<file path="src/rtl/spi_arb_pkg.sv">
// Shared helpers for the SPI minion composites: address-field extraction and
// insertion on a message word, plus the drop-counter width.
package spi_arb_pkg;

  localparam int DROP_CNT_NBITS = 8;
  localparam int MAX_MSG_NBITS  = 64;
  localparam int MAX_ADDR_NBITS = 3;

  // Fields sit at msg[msg_nbits-1 -: addr_nbits]; callers cast to their own widths.
  function automatic logic [MAX_ADDR_NBITS-1:0] get_addr(
    input logic [MAX_MSG_NBITS-1:0] msg,
    input int                       msg_nbits,
    input int                       addr_nbits
  );
    return MAX_ADDR_NBITS'((msg >> (msg_nbits - addr_nbits)) &
                           ((MAX_MSG_NBITS'(1) << addr_nbits) - 1));
  endfunction

  function automatic logic [MAX_MSG_NBITS-1:0] set_addr(
    input logic [MAX_MSG_NBITS-1:0]  msg,
    input logic [MAX_ADDR_NBITS-1:0] addr,
    input int                        msg_nbits,
    input int                        addr_nbits
  );
    logic [MAX_MSG_NBITS-1:0] mask;
    mask = ((MAX_MSG_NBITS'(1) << addr_nbits) - 1) << (msg_nbits - addr_nbits);
    return (msg & ~mask) | ((MAX_MSG_NBITS'(addr) << (msg_nbits - addr_nbits)) & mask);
  endfunction

endpackage

</file>
<file path="src/rtl/spi_rr_arbiter.sv">
// Round-robin arbiter: one-hot grant scanning upward from prio; prio moves just
// past the winner whenever en is high and a grant is issued.
module spi_rr_arbiter #(
  parameter int num_ports = 4
) (
  input  logic                 clk,
  input  logic                 reset,
  input  logic                 en,
  input  logic [num_ports-1:0] req,
  output logic [num_ports-1:0] grant
);

  localparam int idx_nbits = $clog2(num_ports);

  logic [idx_nbits-1:0] prio;
  logic [idx_nbits-1:0] grant_idx;
  logic [idx_nbits-1:0] idx;

  // Scan from farthest to nearest so the port closest to prio overwrites the rest.
  always_comb begin
    grant     = '0;
    grant_idx = '0;
    idx       = '0;
    for (int k = num_ports - 1; k >= 0; k--) begin
      idx = idx_nbits'((int'(prio) + k) % num_ports);
      if (req[idx]) begin
        grant      = '0;
        grant[idx] = 1'b1;
        grant_idx  = idx;
      end
    end
  end

  always_ff @(posedge clk or posedge reset) begin
    if (reset) begin
      prio <= '0;
    end else if (en && (|grant)) begin
      prio <= idx_nbits'((int'(grant_idx) + 1) % num_ports);
    end
  end

endmodule

</file>
<file path="src/rtl/spi_minion_arb_router.sv">
// Shares the SPI minion adapter's val/rdy channel among num_ports requesters:
// tagged round-robin arbitration outbound, address-decoded routing inbound.
module spi_minion_arb_router
  import spi_arb_pkg::*;
#(
  parameter  int msg_nbits  = 32,
  parameter  int num_ports  = 4,
  localparam int addr_nbits = $clog2(num_ports),
  localparam int data_nbits = msg_nbits - addr_nbits
) (
  input  logic                            clk,
  input  logic                            reset,
  input  logic [msg_nbits-1:0]            up_recv_msg,
  input  logic                            up_recv_val,
  output logic                            up_recv_rdy,
  output logic [msg_nbits-1:0]            up_send_msg,
  output logic                            up_send_val,
  input  logic                            up_send_rdy,
  input  logic [num_ports*data_nbits-1:0] req_msg,
  input  logic [num_ports-1:0]            req_val,
  output logic [num_ports-1:0]            req_rdy,
  output logic [num_ports*data_nbits-1:0] resp_msg,
  output logic [num_ports-1:0]            resp_val,
  input  logic [num_ports-1:0]            resp_rdy,
  output logic [DROP_CNT_NBITS-1:0]       drop_count
);

  logic                  can_accept;
  logic [num_ports-1:0]  arb_req;
  logic [num_ports-1:0]  grant;
  logic [data_nbits-1:0] sel_data;
  logic [addr_nbits-1:0] sel_idx;
  logic                  out_full;
  logic [msg_nbits-1:0]  out_msg;

  // Reset gates the requests so no requester sees rdy while the block is held.
  assign can_accept = !reset && (!out_full || up_send_rdy);
  assign arb_req    = req_val & {num_ports{can_accept}};
  assign req_rdy    = grant;

  spi_rr_arbiter #(.num_ports(num_ports)) arb (
    .clk   (clk),
    .reset (reset),
    .en    (can_accept),
    .req   (arb_req),
    .grant (grant)
  );

  always_comb begin
    sel_data = '0;
    sel_idx  = '0;
    for (int i = 0; i < num_ports; i++) begin
      if (grant[i]) begin
        sel_data = req_msg[i*data_nbits +: data_nbits];
        sel_idx  = addr_nbits'(i);
      end
    end
  end

  always_ff @(posedge clk or posedge reset) begin
    if (reset) begin
      out_full <= 1'b0;
      out_msg  <= '0;
    end else if (|grant) begin
      out_full <= 1'b1;
      out_msg  <= msg_nbits'(set_addr(MAX_MSG_NBITS'(sel_data), MAX_ADDR_NBITS'(sel_idx),
                                      msg_nbits, addr_nbits));
    end else if (up_send_rdy) begin
      out_full <= 1'b0;
    end
  end

  assign up_send_val = out_full;
  assign up_send_msg = out_msg;

  logic                  in_full;
  logic [msg_nbits-1:0]  in_msg;
  logic [addr_nbits-1:0] in_addr;
  logic                  in_valid;
  logic                  deliver;
  logic                  in_leave;

  assign in_addr  = addr_nbits'(get_addr(MAX_MSG_NBITS'(in_msg), msg_nbits, addr_nbits));
  assign in_valid = int'(in_addr) < num_ports;

  always_comb begin
    resp_val = '0;
    resp_msg = '0;
    deliver  = 1'b0;
    for (int i = 0; i < num_ports; i++) begin
      if (in_full && in_addr == addr_nbits'(i)) begin
        resp_val[i]                            = 1'b1;
        resp_msg[i*data_nbits +: data_nbits]   = in_msg[data_nbits-1:0];
        deliver                                = resp_rdy[i];
      end
    end
  end

  // An out-of-range entry leaves unconditionally, one cycle after it was loaded.
  assign in_leave    = in_full && (!in_valid || deliver);
  assign up_recv_rdy = !in_full || in_leave;

  always_ff @(posedge clk or posedge reset) begin
    if (reset) begin
      in_full    <= 1'b0;
      in_msg     <= '0;
      drop_count <= '0;
    end else begin
      if (up_recv_val && up_recv_rdy) begin
        in_full <= 1'b1;
        in_msg  <= up_recv_msg;
      end else if (in_leave) begin
        in_full <= 1'b0;
      end
      if (in_full && !in_valid && drop_count != '1) begin
        drop_count <= drop_count + 1'b1;
      end
    end
  end

endmodule

</file>
<file path="config.mk">
export PLATFORM = sky130hd
export DESIGN_NAME = spi_minion_arb_router
export DESIGN_NICKNAME = d
export VERILOG_FILES = /design/src/rtl/spi_arb_pkg.sv /design/src/rtl/spi_rr_arbiter.sv /design/src/rtl/spi_minion_arb_router.sv
export SDC_FILE = /design/constraint.sdc
export NUM_CORES = 1
export LEC_CHECK = 0
export CORE_AREA = 2 2 132 134
export CTS_BUF_LIST = sky130_fd_sc_hd__clkbuf_8 sky130_fd_sc_hd__clkbuf_16
export DETAILED_ROUTE_END_ITERATION = 6
export DIE_AREA = 0 0 134 136
export GPL_TIMING_DRIVEN = 0
export PLACE_DENSITY = 0.77
export SKIP_CTS_REPAIR_TIMING = 1
export SYNTH_ARGS = -nofsm -noshare
export SYNTH_HDL_FRONTEND = slang
export SYNTH_HIERARCHICAL = 1
export SYNTH_SLANG_ARGS = --single-unit
</file>
<file path="constraint.sdc">
create_clock -name clk -period 8.3 [get_ports clk]
set_clock_uncertainty 0.2 [all_clocks]
set_input_delay 0.83 -clock clk [delete_from_list [all_inputs] [get_ports clk]]
set_output_delay 0.83 -clock clk [all_outputs]
set_load 0.05 [all_outputs]
</file>
======== After elaboration in Yosys (flattened, before gate mapping) ========
Index checks and enable logic that the tools add are counted.
storage, ports and cells
  word-level logic and storage cells ...... 90
  register bits after elaboration ......... 68
  bits of input ports ..................... 164
cells by class
  add/sub/neg operators ................... 4
  equal/unequal tests ..................... 3
  order comparisons ....................... 8
  reductions and logical operators ........ 21
  mux-type cells .......................... 47
  bitwise operators ....................... 2
operators with widths
  kind                                                                    count
  30-bit 2-to-1 mux                                                       8
  30-bit by 32-bit OR with 32-bit output                                  1
  1-bit 2-to-1 mux                                                        21
  4-bit 2-to-1 mux                                                        4
  1-bit logical AND                                                       12
  2-bit by 3-bit < comparator with 1-bit output (second input constant)   4
  2-bit 2-to-1 mux                                                        6
  1-bit binary-select mux with 2-bit select                               4
  1-bit demux with 2-bit select                                           4
  2-bit by 1-bit >= comparator with 1-bit output (second input constant)  4
  2-bit by 1-bit adder with 2-bit output (second input constant)          2
  2-bit adder (second input constant)                                     2
  4-bit bitwise AND                                                       1
  2-bit equality test (second input constant)                             2
  2-bit nonzero test                                                      2
  4-bit OR reduction                                                      1
  1-bit logical NOT                                                       3
  2-bit by 1-bit equality test with 1-bit output (second input constant)  1
  2-bit logical NOT                                                       1
  1-bit logical OR                                                        2

======== Logic depth before layout (Yosys ltp) ========
  word-level depth ........................ 15
  depth in mapped cells ................... 13
  gate-level depth less buffers ........... 10

======== Modules after synthesis ========
Netlist, hierarchy kept.
modules (own cells, without submodules)
  module                 area an instance (µm²)  instances  seq. area each (µm²)  cells an instance
  spi_minion_arb_router  4476.8                  1          1651.6                463
  spi_rr_arbiter         739.5                   1          50.0                  82

======== Worst setup path before layout ========
OpenSTA, ideal clock, no wires.
  kind .................................... input -> register
  start ................................... in up_send_rdy
  end ..................................... reg out_msg[0], in the netlist up_send_msg[0]
  stages on the path ...................... 13
  buffers on the path ..................... 3
  setup slack ............................. 3892 ps
  arrival time ............................ 4087 ps
  path through ............................ inv_1 > a21oi_1 > and2_1 > buf_2 > mux4_2 > nor2b_4 > nand3_1 > a41oi_1 > clkbuf_1 > nor4_1 > buf_2 > a221o_1 > o22a_1
on the way
  elaborated cells on any way between the ends .. 21
  classes of those cells .................. mux (16); bitwise (2); reduce/logical (3)
RTL lines
  what                                       line                         source
  start, declared                            spi_minion_arb_router.sv:18  input logic up_send_rdy,
  1-bit logical OR *                         spi_minion_arb_router.sv:37  assign can_accept = !reset && (!out_full || up_send_rdy);
  1-bit logical AND *                        spi_minion_arb_router.sv:37
  via can_accept                             spi_minion_arb_router.sv:28  logic can_accept;
  4-bit bitwise AND *                        spi_minion_arb_router.sv:38  assign arb_req = req_val & {num_ports{can_accept}};
  via arb_req[1]                             spi_minion_arb_router.sv:29  logic [num_ports-1:0] arb_req;
  1-bit binary-select mux with 2-bit select  spi_rr_arbiter.sv:26         if (req[idx]) begin
  1-bit 2-to-1 mux (not written as such)     spi_rr_arbiter.sv:26
  4-bit 2-to-1 mux (3 in a row)              spi_rr_arbiter.sv:26
  4-bit 2-to-1 mux *                         spi_rr_arbiter.sv:26
  via req_rdy[1]                             spi_minion_arb_router.sv:21  output logic [num_ports-1:0] req_rdy,
  30-bit 2-to-1 mux (3 in a row)             spi_minion_arb_router.sv:53  if (grant[i]) begin
  30-bit by 32-bit OR with 32-bit output     spi_arb_pkg.sv:27            return (msg & ~mask) | ((MAX_MSG_NBITS'(addr) << (msg_nbits - addr_nbits)) & mask);
  end signal, assigned                       spi_minion_arb_router.sv:66  out_msg <= msg_nbits'(set_addr(MAX_MSG_NBITS'(sel_data), MAX_ADDR_NBITS'(sel_idx),
  end, declared                              spi_minion_arb_router.sv:34  logic [msg_nbits-1:0] out_msg;
Mark *: on every way through the listed nets, which the timed path passes. The rest lies on a longest branch. The select of a mux whose other input is x is not followed.
A chain may end at the register's enable or synchronous reset.

======== Worst setup path after layout ========
  start ................................... in up_send_rdy
  end ..................................... out req_rdy[0]
on the way
  longest elaborated chain between the ends .. 9
  elaborated cells on any way between the ends .. 15
  classes of those cells .................. mux (12); bitwise (1); reduce/logical (2)
RTL lines
  what                                       line
  1-bit logical OR *                         spi_minion_arb_router.sv:37
  1-bit logical AND *                        spi_minion_arb_router.sv:37
  via can_accept                             spi_minion_arb_router.sv:28
  4-bit bitwise AND *                        spi_minion_arb_router.sv:38
  via arb_req[0]                             spi_minion_arb_router.sv:29
  1-bit binary-select mux with 2-bit select  spi_rr_arbiter.sv:26
  1-bit 2-to-1 mux (not written as such)     spi_rr_arbiter.sv:26
  4-bit 2-to-1 mux (3 in a row)              spi_rr_arbiter.sv:26
  4-bit 2-to-1 mux *                         spi_rr_arbiter.sv:26
  end, declared                              spi_minion_arb_router.sv:21
Marked as above.

==> impl_metrics.toml <==
[worst_setup_path]
cp_slowest_cell = "clkdlybuf4s50_1"
required_ns = 7.27
critical_path_class = "input port to output port"
r2r_start = "arb/prio[0]$_DFFE_PP0P_"
crit_fanout = 8
end_kind = "output port"
timing.rr.end = "up_send_msg[27]$_DFFE_PP0P_"
arrival_ns = 4.17
rr_worst_depth = 13
crit_chain = "clkdlybuf4s50_1, inv_1, a21oi_1, and2_1, mux2i_1, mux2i_1, nand2_1, o21ai_1, clkdlybuf4s50_1"
r2r_slack_ns = 4.02
start_kind = "input port"
cp_slowest_stage_delay_ns = 0.93
cp-startpoint = "up_send_rdy"

[placed_design]
placed_area_sq_um = 8800
globalplace.congestion = 0.864
hpwl_um = 16700
portBuffers = 325
dp_cells = 1103

[pwr]
p_sw_mw = 2.32
power_frac_clock_pct = 9.2
p_leak_nw = 3.77
sw_frac_of_total_pct = 53.1
comb_power_share_pct = 75.5
p_int_mw = 2.05
ir_worst_vdd_v = 0.000244
seqPwrFrac_pct = 15.3
powerDensity_nw_per_um2 = 480

[clock_network]
cts_tree = "done"
clk_transition_reported_paths_ns = 0.06
cts_num_sinks = 68
htree_levels = 3
cts_buffer_depth = 2
clock-root-buffer = "clkbuf_16"
numCtsBuffers = 9
clk_latency_ns = 0.34

[sta]
tightest_slew_ns = 0.639
drv_slew = 0
relSlewSlack_pct = 57.4
fin_setup_tns_ns = 0
finalHoldViolCount = 0
final.period_utilization_pct = 62.6
finalSetupViolCount = 0
rsz0062_at_grt = "false"
period_needed_ns = 5.20
max_freq_mhz = 192

[worst_hold_path]
min_to = "up_send_msg[31]$_DFFE_PP0P_"
worstHoldStart = "up_send_msg[31]$_DFFE_PP0P_"
hp-class = "flop to flop"
whs_path_depth = 2

[grt]
antenna_found_initial = 2
first_global_vias = 5685
globalRoute.totalOverflow = 0
grt_max_degree = 38
track_usage_pct = 22.8
grt_pass1_wl_um = 31800

[floorplanning]
die_h_um = 136
ios = 334
floorplan.initialDensity_pct = 30.9
die_w_um = 134
core_sq_um = 16900
die_area_sq_um = 18200
row_count = 48

[layout]
multi_input_area_sq_um = 3170
regArea_sq_um = 1700
drive_gt1_share_pct = 10.1
stdcell_area_sq_um = 9110
fin_cells = 1120
fin_util_pct = 54.0
area_growth_pct = 74.6
fillCellCount = 1520
final_net_count = 1061

[synthesis]
synthArstFlopShare_pct = 100
yosys_warnings = 6
ys_ff_latch = 68
netlist_area_sq_um = 5220
syn-mean-instance-area_sq_um = 9.57
netlist_instances = 545
synth-main-ff-cell = "dfrtp_1"
seq_area_frac_synth_pct = 32.6
synth_edf_count = 0
synth_cell_types = 50

[routing]
wl_per_cell_um = 19.3
wirelength_um = 21600
vias_per_cell = 5.01
drtIter0Drc = 255
drt-pass1-iter-count = 7
final_antenna_net_count = 0
vias = 5615
post-route-drc-count = 0

[status]
status = "complete, no violations"

[job]
maxCapViolCount = 0
-- worst max-delay path: cells and delay by family --
kind / cells / cell delay, ns
compound gates: 2 / 0.78
buf+inv: 3 / 1.45
mux: 2 / 0.64
simple gates: 2 / 0.47
-- worst max-delay path by stage --
stage / endpoint / cells past startpoint
3_5_place_dp: req_rdy[0] / 9
2_1_floorplan: up_send_msg[0]$_DFFE_PP0P_ / 13
4_1_cts: req_rdy[0] / 9
3_3_place_gp: req_rdy[0] / 9
6_report: req_rdy[0] / 9
5_1_grt: req_rdy[0] / 8
-- registers in the layout, summed over array words and instances, names as in the netlist --
register,count
up_send_val,1
arb/prio,2
in_msg,32
in_full,1
up_send_msg,32
-- power groups by stage --
| stage | sequential [mW] | clock, mW | combinational [mW] |
|---|---|---|---|
| floorplan | 0.900 | 0 | 2.04 |
| global placement | 0.665 | 0 | 3.28 |
| detailed placement | 0.670 | 0 | 3.31 |
| CTS | 0.668 | 0.417 | 3.33 |
| global route | 0.693 | 0.429 | 3.50 |
| finish | 0.667 | 0.404 | 3.30 |
-- cell families after synthesis --
group | after synthesis | share of synthesized area (%)
AO/OA/AOI/OAI | 126 | 19.4
multiplexers | 47 | 13.1
AND/OR/NAND/NOR | 226 | 25.5
XOR/XNOR | 1 | 0.168
adder cells (fa/ha/maj) | 8 | 1.92
other | 1 | 0.0719
flip-flops | 68 | 32.6
buffers and inverters | 68 | 7.17
-- Yosys cell counts, types with 2 or more instances --
library cell	n	area (sq um)
buf_6	2	22.5
and2_1	95	594
and3_1	31	194
mux4_2	2	45.0
dfrtp_1	68	1700
buf_12	3	60.1
buf_4	8	60.1
nand2b_1	3	18.8
o22ai_1	2	12.5
mux2i_4	2	45.0
a221o_1	31	310
buf_2	11	55.1
mux2_4	32	480
clkbuf_1	33	124
ha_1	8	100
inv_1	9	33.8
nand3b_1	31	233
mux2_2	3	33.8
a21oi_1	37	185
nor2_1	14	52.6
nand2_1	41	154
o211ai_1	4	30.0
nand3_1	5	25.0
o22a_1	32	280
mux2i_1	8	80.1
a41oi_2	2	32.5
o21ai_0	5	25.0
-- area by class of cell --
cell class,instances,area share [%]
repair buffers,326,35.9
multi-input cells,416,34.8
flip-flops and latches,68,18.7
plain buffers,59,3.74
well taps,225,3.09
clock buffers,9,2.47
clock inverters,7,0.879
inverters,9,0.398
diodes,1,0.0275
-- placed cells by master, fill, tap and decap left out, types with 9 or more instances in the layout --
| cell | count |
|---|---|
| clkbuf_16 | 9 |
| nand3b_1 | 31 |
| dfrtp_1 | 68 |
| o22a_1 | 32 |
| clkbuf_1 | 33 |
| and3_1 | 31 |
| clkdlybuf4s50_1 | 325 |
| and2_1 | 95 |
| mux2_4 | 32 |
| a21oi_1 | 37 |
| nand2_1 | 41 |
| buf_2 | 11 |
| a221o_1 | 31 |
| nor2_1 | 14 |
-- layer usage --
metal	track usage (%)	vias to the layer above	part of all wire, %
li1	-	2640	-
met4	7.45	2	2.0
met2	40.3	266	51
met1	25.5	2674	38
met5	0	-	0.060
met3	8.24	33	9.2
-- per-stage QoR --
| stage | power, mW | hold WS (ns) | setup WS, ns |
|---|---|---|---|
| after detailed placement | 3.98 | 0.279 | 3.16 |
| after global placement | 3.95 | 0.266 | 3.17 |
| after global routing | 4.62 | 0.313 | 3.00 |
| after CTS | 4.41 | 0.294 | 3.15 |
| final | 4.37 | 0.291 | 3.10 |
| after floorplan | 2.94 | 0.315 | 3.89 |
(Power assumes the default switching activity.)
